<file path="config.mk">
export PLATFORM = sky130hd
export DESIGN_NAME = mc_ctrl_flat
export DESIGN_NICKNAME = d
export VERILOG_FILES = /design/src/rtl/rv_pkg.sv /design/src/rtl/mc_ctrl_if.sv /design/src/rtl/mc_decode.sv /design/src/rtl/mc_ctrl.sv /design/src/flat_wrapper.sv
export SDC_FILE = /design/constraint.sdc
export NUM_CORES = 1
export LEC_CHECK = 0
export ABC_AREA = 1
export ABC_CLOCK_PERIOD_IN_PS = 1000
export CAP_MARGIN = 20
export CORE_MARGIN = 2
export CORE_UTILIZATION = 29
export CTS_BUF_LIST = sky130_fd_sc_hd__clkbuf_4
export CTS_CLUSTER_DIAMETER = 50
export CTS_CLUSTER_SIZE = 12
export DETAILED_ROUTE_END_ITERATION = 7
export PLACE_DENSITY = 0.9
export SYNTH_ARGS = -nofsm -noshare
export SYNTH_HDL_FRONTEND = slang
export SYNTH_SLANG_ARGS = --single-unit
</file>
<file path="constraint.sdc">
create_clock -name clk -period 1 [get_ports clk]
set_input_delay 0.2 -clock clk [delete_from_list [all_inputs] [get_ports clk]]
set_output_delay 0.2 -clock clk [all_outputs]
set_load 0.02 [all_outputs]
</file>
<file path="src/rtl/rv_pkg.sv">
// rv_pkg: shared RV32I control types for the multi-cycle core.
// Opcodes, control enums and the decoded control bundle.
package rv_pkg;

  localparam logic [6:0] OPC_LUI    = 7'b0110111;
  localparam logic [6:0] OPC_AUIPC  = 7'b0010111;
  localparam logic [6:0] OPC_JAL    = 7'b1101111;
  localparam logic [6:0] OPC_JALR   = 7'b1100111;
  localparam logic [6:0] OPC_BRANCH = 7'b1100011;
  localparam logic [6:0] OPC_LOAD   = 7'b0000011;
  localparam logic [6:0] OPC_STORE  = 7'b0100011;
  localparam logic [6:0] OPC_OPIMM  = 7'b0010011;
  localparam logic [6:0] OPC_OP     = 7'b0110011;

  typedef enum logic [2:0] {
    IMM_I  = 3'b000,
    IMM_S  = 3'b001,
    IMM_B  = 3'b010,
    IMM_J  = 3'b011,
    IMM_U  = 3'b100,
    IMM_SH = 3'b101
  } imm_sel_e;

  typedef enum logic [3:0] {
    ALU_ADD  = 4'b0000,
    ALU_SLL  = 4'b0001,
    ALU_SLT  = 4'b0010,
    ALU_SLTU = 4'b0011,
    ALU_XOR  = 4'b0100,
    ALU_SRL  = 4'b0101,
    ALU_OR   = 4'b0110,
    ALU_AND  = 4'b0111,
    ALU_SUB  = 4'b1000,
    ALU_SRA  = 4'b1101
  } alu_op_e;

  typedef enum logic [1:0] {
    WB_ALU = 2'b00,
    WB_MEM = 2'b01,
    WB_PC4 = 2'b10,
    WB_IMM = 2'b11
  } wb_sel_e;

  typedef enum logic [2:0] {
    ST_BOOT,
    ST_FETCH,
    ST_DECODE,
    ST_EXEC,
    ST_MEM,
    ST_WB,
    ST_TRAP
  } state_e;

  typedef enum logic [3:0] {
    C_ILL,
    C_OP,
    C_OPIMM,
    C_LOAD,
    C_STORE,
    C_BRANCH,
    C_JAL,
    C_JALR,
    C_LUI,
    C_AUIPC
  } cls_e;

  typedef struct packed {
    logic     imem_req;
    logic     ir_we;
    logic     pc_we;
    logic     pc_sel;
    imm_sel_e imm_sel;
    logic     alu_a_sel;
    logic     alu_b_sel;
    alu_op_e  alu_op;
    logic     dmem_req;
    logic     dmem_we;
    logic     rf_we;
    wb_sel_e  wb_sel;
    logic     illegal;
  } ctrl_t;

  function automatic cls_e op_class(input logic [6:0] opc);
    cls_e c;
    c = C_ILL;
    unique case (opc)
      OPC_OP:     c = C_OP;
      OPC_OPIMM:  c = C_OPIMM;
      OPC_LOAD:   c = C_LOAD;
      OPC_STORE:  c = C_STORE;
      OPC_BRANCH: c = C_BRANCH;
      OPC_JAL:    c = C_JAL;
      OPC_JALR:   c = C_JALR;
      OPC_LUI:    c = C_LUI;
      OPC_AUIPC:  c = C_AUIPC;
      default:    c = C_ILL;
    endcase
    return c;
  endfunction

endpackage

</file>
<file path="src/rtl/mc_ctrl_if.sv">
// mc_ctrl_if: controller <-> datapath/memory signal bundle.
// master = controller side, slave = datapath side.
interface mc_ctrl_if #(
  parameter int Width = 32
);
  import rv_pkg::*;

  logic [Width-1:0] inst;
  logic             imem_ready;
  logic             dmem_ready;
  logic             br_taken;

  logic             imem_req;
  logic             ir_we;
  logic             pc_we;
  logic             pc_sel;
  imm_sel_e         ImmSel;
  logic             alu_a_sel;
  logic             alu_b_sel;
  alu_op_e          alu_op;
  logic             dmem_req;
  logic             dmem_we;
  logic             rf_we;
  wb_sel_e          wb_sel;
  logic             illegal;

  modport master (
    input  inst,
    input  imem_ready,
    input  dmem_ready,
    input  br_taken,
    output imem_req,
    output ir_we,
    output pc_we,
    output pc_sel,
    output ImmSel,
    output alu_a_sel,
    output alu_b_sel,
    output alu_op,
    output dmem_req,
    output dmem_we,
    output rf_we,
    output wb_sel,
    output illegal
  );

  modport slave (
    output inst,
    output imem_ready,
    output dmem_ready,
    output br_taken,
    input  imem_req,
    input  ir_we,
    input  pc_we,
    input  pc_sel,
    input  ImmSel,
    input  alu_a_sel,
    input  alu_b_sel,
    input  alu_op,
    input  dmem_req,
    input  dmem_we,
    input  rf_we,
    input  wb_sel,
    input  illegal
  );

endinterface

</file>
<file path="src/rtl/mc_decode.sv">
// mc_decode: combinational control decode from (state, inst).
// Holds no state; the FSM register lives in mc_ctrl.
module mc_decode
  import rv_pkg::*;
#(
  parameter int Width = 32
) (
  input  state_e           state,
  input  logic [Width-1:0] inst,
  input  logic             imem_ready,
  input  logic             dmem_ready,
  input  logic             br_taken,
  output cls_e             cls,
  output ctrl_t            ctrl
);

  logic [2:0] f3;
  logic       rd_nz;
  logic       alt;
  logic       is_st;
  imm_sel_e   imm;
  alu_op_e    op;
  logic       unused_bits;

  assign f3          = inst[14:12];
  assign rd_nz       = |inst[11:7];
  assign alt         = inst[30];
  assign cls         = op_class(inst[6:0]);
  assign is_st       = (cls == C_STORE);
  assign unused_bits = ^{inst[31], inst[29:15]};

  // immediate format follows the instruction class
  always_comb begin
    imm = IMM_I;
    unique case (1'b1)
      cls == C_OPIMM && (f3 == 3'b001 || f3 == 3'b101):
        imm = IMM_SH;
      cls == C_STORE:
        imm = IMM_S;
      cls == C_BRANCH:
        imm = IMM_B;
      cls == C_JAL:
        imm = IMM_J;
      cls == C_LUI || cls == C_AUIPC:
        imm = IMM_U;
      default: ;
    endcase
  end

  // ALU function from funct fields; shifts-imm only honour bit 30 on SRAI
  always_comb begin
    op = ALU_ADD;
    unique case (1'b1)
      cls == C_OP:
        op = alu_op_e'({alt, f3});
      cls == C_OPIMM:
        op = alu_op_e'({alt & (f3 == 3'b101), f3});
      default: ;
    endcase
  end

  // per-state control outputs; anything not set stays 0
  always_comb begin
    ctrl = '0;
    unique case (state)
      ST_FETCH: begin
        ctrl.imem_req = 1'b1;
        ctrl.ir_we    = imem_ready;
      end
      ST_DECODE: begin
        ctrl.imm_sel = imm;
      end
      ST_EXEC: begin
        ctrl.imm_sel = imm;
        ctrl.alu_op  = op;
        unique case (cls)
          C_OPIMM, C_LOAD, C_STORE: begin
            ctrl.alu_b_sel = 1'b1;
          end
          C_AUIPC: begin
            ctrl.alu_a_sel = 1'b1;
            ctrl.alu_b_sel = 1'b1;
          end
          C_BRANCH: begin
            ctrl.alu_a_sel = 1'b1;
            ctrl.alu_b_sel = 1'b1;
            ctrl.pc_we     = 1'b1;
            ctrl.pc_sel    = br_taken;
          end
          C_JAL, C_JALR: begin
            ctrl.alu_a_sel = (cls == C_JAL);
            ctrl.alu_b_sel = 1'b1;
            ctrl.pc_we     = 1'b1;
            ctrl.pc_sel    = 1'b1;
            ctrl.rf_we     = rd_nz;
            ctrl.wb_sel    = WB_PC4;
          end
          default: ;
        endcase
      end
      ST_MEM: begin
        ctrl.imm_sel   = imm;
        ctrl.alu_b_sel = 1'b1;
        ctrl.dmem_req  = 1'b1;
        ctrl.dmem_we   = is_st;
        ctrl.pc_we     = is_st & dmem_ready;
      end
      ST_WB: begin
        ctrl.imm_sel = imm;
        ctrl.rf_we   = rd_nz;
        ctrl.pc_we   = 1'b1;
        unique case (1'b1)
          cls == C_LOAD: ctrl.wb_sel = WB_MEM;
          cls == C_LUI:  ctrl.wb_sel = WB_IMM;
          default:       ctrl.wb_sel = WB_ALU;
        endcase
      end
      ST_TRAP: begin
        ctrl.illegal = 1'b1;
      end
      default: ;
    endcase
  end

endmodule

</file>
<file path="src/rtl/mc_ctrl.sv">
// mc_ctrl: multi-cycle RV32I control FSM.
// One instruction at a time: fetch, decode, exec, mem, wb.
module mc_ctrl
  import rv_pkg::*;
#(
  parameter int Width = 32
) (
  input  logic      clk,
  input  logic      rst_n,
  mc_ctrl_if.master bus
);

  state_e state;
  state_e state_nxt;
  cls_e   cls;
  ctrl_t  ctrl;

  mc_decode #(
    .Width(Width)
  ) u_dec (
    .state     (state),
    .inst      (bus.inst),
    .imem_ready(bus.imem_ready),
    .dmem_ready(bus.dmem_ready),
    .br_taken  (bus.br_taken),
    .cls       (cls),
    .ctrl      (ctrl)
  );

  // state register; reset abandons any instruction in flight
  always_ff @(posedge clk or negedge rst_n) begin
    if (!rst_n) state <= ST_BOOT;
    else        state <= state_nxt;
  end

  // sequencing; TRAP only leaves through reset
  always_comb begin
    state_nxt = state;
    unique case (state)
      ST_BOOT: state_nxt = ST_FETCH;
      ST_FETCH: begin
        if (bus.imem_ready) state_nxt = ST_DECODE;
      end
      ST_DECODE: begin
        state_nxt = (cls == C_ILL) ? ST_TRAP : ST_EXEC;
      end
      ST_EXEC: begin
        unique case (cls)
          C_OP, C_OPIMM, C_LUI, C_AUIPC:
            state_nxt = ST_WB;
          C_LOAD, C_STORE:
            state_nxt = ST_MEM;
          default:
            state_nxt = ST_FETCH;
        endcase
      end
      ST_MEM: begin
        if (bus.dmem_ready)
          state_nxt = (cls == C_STORE) ? ST_FETCH : ST_WB;
      end
      ST_WB:   state_nxt = ST_FETCH;
      ST_TRAP: state_nxt = ST_TRAP;
      default: state_nxt = ST_BOOT;
    endcase
  end

  assign bus.imem_req  = ctrl.imem_req;
  assign bus.ir_we     = ctrl.ir_we;
  assign bus.pc_we     = ctrl.pc_we;
  assign bus.pc_sel    = ctrl.pc_sel;
  assign bus.ImmSel    = ctrl.imm_sel;
  assign bus.alu_a_sel = ctrl.alu_a_sel;
  assign bus.alu_b_sel = ctrl.alu_b_sel;
  assign bus.alu_op    = ctrl.alu_op;
  assign bus.dmem_req  = ctrl.dmem_req;
  assign bus.dmem_we   = ctrl.dmem_we;
  assign bus.rf_we     = ctrl.rf_we;
  assign bus.wb_sel    = ctrl.wb_sel;
  assign bus.illegal   = ctrl.illegal;

endmodule

</file>
<file path="src/flat_wrapper.sv">
// flat-port wrapper written by rule: the top's interface ports become plain ports
module mc_ctrl_flat import rv_pkg::*;
#(
  parameter int Width = 32
)
  (clk, rst_n, bus_inst, bus_imem_ready, bus_dmem_ready, bus_br_taken, bus_imem_req, bus_ir_we, bus_pc_we, bus_pc_sel, bus_ImmSel, bus_alu_a_sel, bus_alu_b_sel, bus_alu_op, bus_dmem_req, bus_dmem_we, bus_rf_we, bus_wb_sel, bus_illegal);
  mc_ctrl_if #(.Width(Width)) bus_i ();
  input  logic clk;
  input  logic rst_n;
  input wire logic [$bits(bus_i.inst)-1:0] bus_inst;
  input wire logic [$bits(bus_i.imem_ready)-1:0] bus_imem_ready;
  input wire logic [$bits(bus_i.dmem_ready)-1:0] bus_dmem_ready;
  input wire logic [$bits(bus_i.br_taken)-1:0] bus_br_taken;
  output wire logic [$bits(bus_i.imem_req)-1:0] bus_imem_req;
  output wire logic [$bits(bus_i.ir_we)-1:0] bus_ir_we;
  output wire logic [$bits(bus_i.pc_we)-1:0] bus_pc_we;
  output wire logic [$bits(bus_i.pc_sel)-1:0] bus_pc_sel;
  output wire logic [$bits(bus_i.ImmSel)-1:0] bus_ImmSel;
  output wire logic [$bits(bus_i.alu_a_sel)-1:0] bus_alu_a_sel;
  output wire logic [$bits(bus_i.alu_b_sel)-1:0] bus_alu_b_sel;
  output wire logic [$bits(bus_i.alu_op)-1:0] bus_alu_op;
  output wire logic [$bits(bus_i.dmem_req)-1:0] bus_dmem_req;
  output wire logic [$bits(bus_i.dmem_we)-1:0] bus_dmem_we;
  output wire logic [$bits(bus_i.rf_we)-1:0] bus_rf_we;
  output wire logic [$bits(bus_i.wb_sel)-1:0] bus_wb_sel;
  output wire logic [$bits(bus_i.illegal)-1:0] bus_illegal;
  assign bus_i.inst = bus_inst;
  assign bus_i.imem_ready = bus_imem_ready;
  assign bus_i.dmem_ready = bus_dmem_ready;
  assign bus_i.br_taken = bus_br_taken;
  assign bus_imem_req = bus_i.imem_req;
  assign bus_ir_we = bus_i.ir_we;
  assign bus_pc_we = bus_i.pc_we;
  assign bus_pc_sel = bus_i.pc_sel;
  assign bus_ImmSel = bus_i.ImmSel;
  assign bus_alu_a_sel = bus_i.alu_a_sel;
  assign bus_alu_b_sel = bus_i.alu_b_sel;
  assign bus_alu_op = bus_i.alu_op;
  assign bus_dmem_req = bus_i.dmem_req;
  assign bus_dmem_we = bus_i.dmem_we;
  assign bus_rf_we = bus_i.rf_we;
  assign bus_wb_sel = bus_i.wb_sel;
  assign bus_illegal = bus_i.illegal;
  mc_ctrl #(.Width(Width)) u_core (.clk(clk), .rst_n(rst_n), .bus(bus_i));
endmodule
</file>
; ---- Yosys cells after proc, flatten, opt, wreduce, memory -nomap -nowiden
; Cells that the tools add are included.
; W data, S select, Z words.
[word_totals]
out_inout_bits = 19
reg_bits = 3
elab_cells = 69
[op_classes]
mux = 24
reduce_logical = 14
eq_ne = 28
bitwise = 2
[op_table]
columns = cell, n
row1 = $pmux W4 S9, 1
row2 = $eq A7 B6 Y1 const B, 3
row3 = $eq A7 B7 Y1 const B, 3
row4 = $mux W3, 6
row5 = $pmux W3 S6, 1
row6 = $eq A4 B3 Y1 const B, 4
row7 = $pmux W3 S5, 1
row8 = $eq A7 B5 Y1 const B, 2
row9 = $eq A3 B3 Y1 const B, 4
row10 = $pmux W3 S2, 2
row11 = $eq A4 B2 Y1 const B, 2
row12 = $eq A4 B4 Y1 const B, 2
row13 = $pmux W2 S2, 2
row14 = $pmux W4 S2, 1
row15 = $reduce_or A2 Y1, 4
row16 = $reduce_or A4 Y1, 2
row17 = $eq A7 B2 Y1 const B, 1
row18 = $reduce_or A7 Y1, 1
row19 = $eq A3 B1 Y1 const B, 2
row20 = $eq A3 B2 Y1 const B, 2
row21 = $reduce_or A5 Y1, 1
row22 = $eq A4 B1 Y1 const B, 1
row23 = $logic_not A4 Y1, 1
row24 = $mux W1, 4
row25 = other kinds (10), 15

; ---- Depth between registers and ports, before layout
[logic_depth]
ltp_word = 6
ltp_mapped = 10
ltp_nobuf = 10

; ---- Hierarchy
; Synthesis repeated with hierarchy kept, for this count alone.
[hier_totals]
hier_cells = 145
hier_area_um2 = 748.2
[modules_own_cells]
columns = module, cells_per_inst, n_inst, area_per_inst_um2
row1 = mc_decode, 101, 1, 456.7
row2 = mc_ctrl, 44, 1, 291.5

; ---- Least setup slack after synthesis
; OpenSTA, ideal clock, no wires.
[synth_timing]
path_type = register to output
startpoint = register u_core.state[1]
endpoint = output port bus_pc_we
path_stages_with_launch = 6
slack_ns = -0.521
t_arrival_ns = 1.321
required_ns = 0.800
cell_sequence = dfrtp_1 -> inv_2 -> nand3_1 -> nor2_2 -> nand2_1 -> a31oi_1
[synth_via]
elab_chain_len = 2
[synth_rtl]
columns = item, line_no
row1 = from (decl), mc_ctrl.sv:13  ; state_e state;
row2 = from (signal assigned), mc_ctrl.sv:33  ; else state <= state_nxt;
row3 = $eq A3 B3 Y1 / $eq A3 B2 Y1 (equally long branches), mc_decode.sv:65  ; unique case (state)
row4 = $pmux W1 S3 *, mc_decode.sv:65
row5 = to (decl), flat_wrapper.sv:16  ; output wire logic [$bits(bus_i.pc_we)-1:0] bus_pc_we;
; Mark *: on every way between the ends. The rest lies on a longest branch, timed or not.

; ---- Worst setup path after layout
[layout_timing]
startpoint = register u_core.state[1]
endpoint = output port bus_wb_sel[1]
[layout_via]
elab_chain_len = 2
[layout_rtl]
columns = item, line_no
row1 = $eq A3 B3 Y1 / $eq A3 B2 Y1 (equally long branches), mc_decode.sv:65
row2 = $pmux W3 S2 *, mc_decode.sv:65
row3 = to (decl), flat_wrapper.sv:25  ; output wire logic [$bits(bus_i.wb_sel)-1:0] bus_wb_sel;
; Marked as above.

==> run_results.csv <==
group,metric,value,unit
global_route,antenna_found_initial,0,
place,place_hpwl,2.17,mm
floorplanning,fp.dieW,51.4,um
worst_setup_path,cp_slowest_stage_delay,450,ps
routing,drc,0,
final_layout,fin_area,0.00166,mm^2
timing,relSlewSlack,73.9,%
logic_synthesis,syn_nets,162,
worst_setup_path,arrival,1480,ps
floorplanning,core_region_area,0.00217,mm^2
timing,fin_crit,1680,ps
timing,worst_slack,-681,ps
final_layout,antennaDiodeCount,0,
routing,post_drt_wl_per_cell,15.5,um
timing,rsz0062_at_grt,"true",
final_layout,fin_nets,246,
global_route,track_usage,24.4,%
global_route,grt_pass1_vias,1154,
job,drv_cap,0,
worst_setup_path,endpoint_kind,"primary output",
logic_synthesis,netlist-cell-type-count,21,
worst_setup_path,startpoint_type,"flip-flop",
routing,ant_nets,0,
pwr,power_frac_seq,11.1,%
worst_setup_path,cpMostUsedCell,"buf_6",
place,globalplace.congestion,0.869,
place,pre_cts_slack,-1410,ps
logic_synthesis,yosysWarnings,0,
status,status,"complete, but fails checks",
logic_synthesis,netlist_area,651,um^2
logic_synthesis,syn_inst,124,
timing,max_freq,595,MHz
pwr,p_leak,0.000811,uW
worst_setup_path,critPathSlowestCell,"dfrtp_1",
floorplanning,die_h,51.4,um
pwr,comb_power_share,79.0,%
routing,first_iter_violations,83,
worst_hold_path,worstHoldPathType,"primary input to async pin",
worst_setup_path,crit_type,"flip-flop to primary output",
cts,clkTransAtPathRegs,60,ps
cts,cts_tree,"yes",
floorplanning,start_util,30.0,%
status,violations,"setup timing",
floorplanning,io_pins,56,
cts,cts_buffers,3,
routing,route.detailed.vias_per_inst,5.24,
logic_synthesis,synth_seq_cells,3,
routing,firstDrtPassIters,5,
logic_synthesis,seq_area_frac_synth,11.5,%
timing,clock_skew,14.0,ps
final_layout,largest_register_ff_count,3,
cts,clk_latency,260,ps
timing,setup_violations,22,
pwr,switching_share,50.0,%
logic_synthesis,postSynthAreaPerCell,5.25,um^2
pwr,power.density,1740,mW/mm^2
worst_setup_path,cp.required,800,ps
pwr,ir_drop,1.26,mV
global_route,grt_max_degree,7,
cts,cts.sinks,3,
timing,tightest_slew,387,ps
cts,cts-root-buf,"clkbuf_4",
place,port_buffers,39,
final_layout,syn_to_final_growth,155,%
timing,drv_slew,0,
final_layout,top_regs,"u_core.state (3)",
global_route,grt_pass1_wl,4.93,mm
global_route,gr-total-overflow,0,
final_layout,drive_gt1_share,68.6,%
pwr,p_sw,1440,uW
cts,ctsLongestPathBuffers,2,
timing,post-route-period-util,168,%
pwr,p_int,1440,uW
floorplanning,dieArea,0.00264,mm^2
worst_setup_path,crit_chain,"buf_6 > nor3_4 > inv_2 > buf_6 > o21ai_4 > buf_6",
pwr,p_clk_share,9.8,%
routing,postRouteWirelength,3.64,mm
worst_setup_path,path_max_fanout,3,
final_layout,largest-register,"u_core.state",
pwr,total_power,2880,uW
routing,via_count,1231,
cts,cts_htree_levels,1,
floorplanning,num_rows,17,
place,place_area,0.00141,mm^2
timing,final_hold_viol_count,0,
-- power by group through the flow --
stage / logic [uW] / clock network (uW) / registers (uW)
final: 2280 / 283 / 321
after global routing: 2340 / 275 / 325
after detailed placement: 1500 / 0 / 269
after floorplan: 786 / 0 / 272
after global placement: 1440 / 0 / 262
after CTS: 1780 / 248 / 284
-- cell usage after synthesis, drive strengths merged --
cell	instances	area share, %
ha	1	1.9
a22oi	1	1.2
and3b	1	1.3
a21oi	3	2.3
nand2	31	20
nor3	4	3.1
dfrtp	3	12
o31ai	2	2.3
o21ai	5	3.8
nand4	2	1.9
nor2	35	25
a31oi	1	0.96
nand3	11	11
or2	1	0.96
inv	23	13
-- through the flow --
stage	hold slack [ps]	TNS [ps]	instances	util [%]
2_1_floorplan	-95.6	-4330	124	-
5_1_grt	157	-12850	235	76.5
4_1_cts	158	-11010	231	71.2
3_5_place_dp	402	-23770	220	65.0
3_3_place_gp	387	-22840	220	65.0
6_report	143	-12610	235	76.5
-- cell type report --
class	count	area, um^2
Clock buffer	4	30.0
Fill cell	144	509
Inverter	23	91.3
Multi-Input combinational cell	98	751
Sequential cell	3	77.6
Tap cell	28	35.0
Timing Repair Buffer	79	676
-- cell usage in the layout (no fill, tap or decap), types with 2 or more instances in the layout --
| master | instances |
|---|---|
| inv_1 | 9 |
| clkdlybuf4s50_1 | 13 |
| o21ai_2 | 2 |
| buf_2 | 7 |
| nand2_2 | 12 |
| nand3_1 | 6 |
| nand3_4 | 3 |
| nand2_4 | 4 |
| clkbuf_4 | 5 |
| inv_4 | 2 |
| nor2_4 | 12 |
| nor3_2 | 2 |
| dfrtp_2 | 2 |
| nand2_1 | 15 |
| a21oi_2 | 2 |
| nor2_2 | 7 |
| nor2_1 | 16 |
| buf_4 | 40 |
| buf_6 | 18 |
| nand3_2 | 2 |
| nand4_1 | 2 |
| inv_2 | 12 |
-- worst max-delay path, delay by kind of cell, from the launching register on --
| family | cells | cell delay, ps |
|---|---|---|
| simple gates | 1 | 150 |
| compound gates | 1 | 130 |
| buf+inv | 4 | 500 |
| flops | 1 | 450 |
-- kinds of logic (layout without fill, tap and decap cells) --
logic type	Yosys count	in the layout	synth area share, %
fa+ha+maj	1	1	1.92
simple gates	85	85	62.7
buf+inv	23	106	13.3
compound gates	12	12	10.6
flops	3	3	11.5
-- path summary, 6_finish.rpt --
path	startpoint	end	slack, ps	depth (start not counted)
max reg2reg	u_core.state[1]$_DFFE_PN0P_	u_core.state[0]$_DFFE_PN0P_	-460	8
min	rst_n	u_core.state[1]$_DFFE_PN0P_	140	1
min in group clk	bus_inst[5]	u_core.state[2]$_DFFE_PN0P_	620	8
max in group asynchronous	rst_n	u_core.state[0]$_DFFE_PN0P_	650	1
min reg2reg	u_core.state[0]$_DFFE_PN0P_	u_core.state[0]$_DFFE_PN0P_	880	4
max	u_core.state[1]$_DFFE_PN0P_	bus_wb_sel[1]	-680	6
-- repair_timing --
item / 4_1_cts / 5_1_grt
pin swaps: 16 / 11
hold buffers: 0 / 0
setup buffers: 7 / 6
resized for setup: 159 / 31
endpoints found under the setup margin: 22 / 22
-- per-layer routing --
| layer | share of wire (%) | track usage (%) |
|---|---|---|
| met4 | 5.5 | 9.21 |
| met1 | 36 | 27.3 |
| met3 | 7.9 | 2.63 |
| met5 | 0 | 0 |
| met2 | 50 | 46.4 |
No activity file was read; power rests on OpenSTA's default activity.
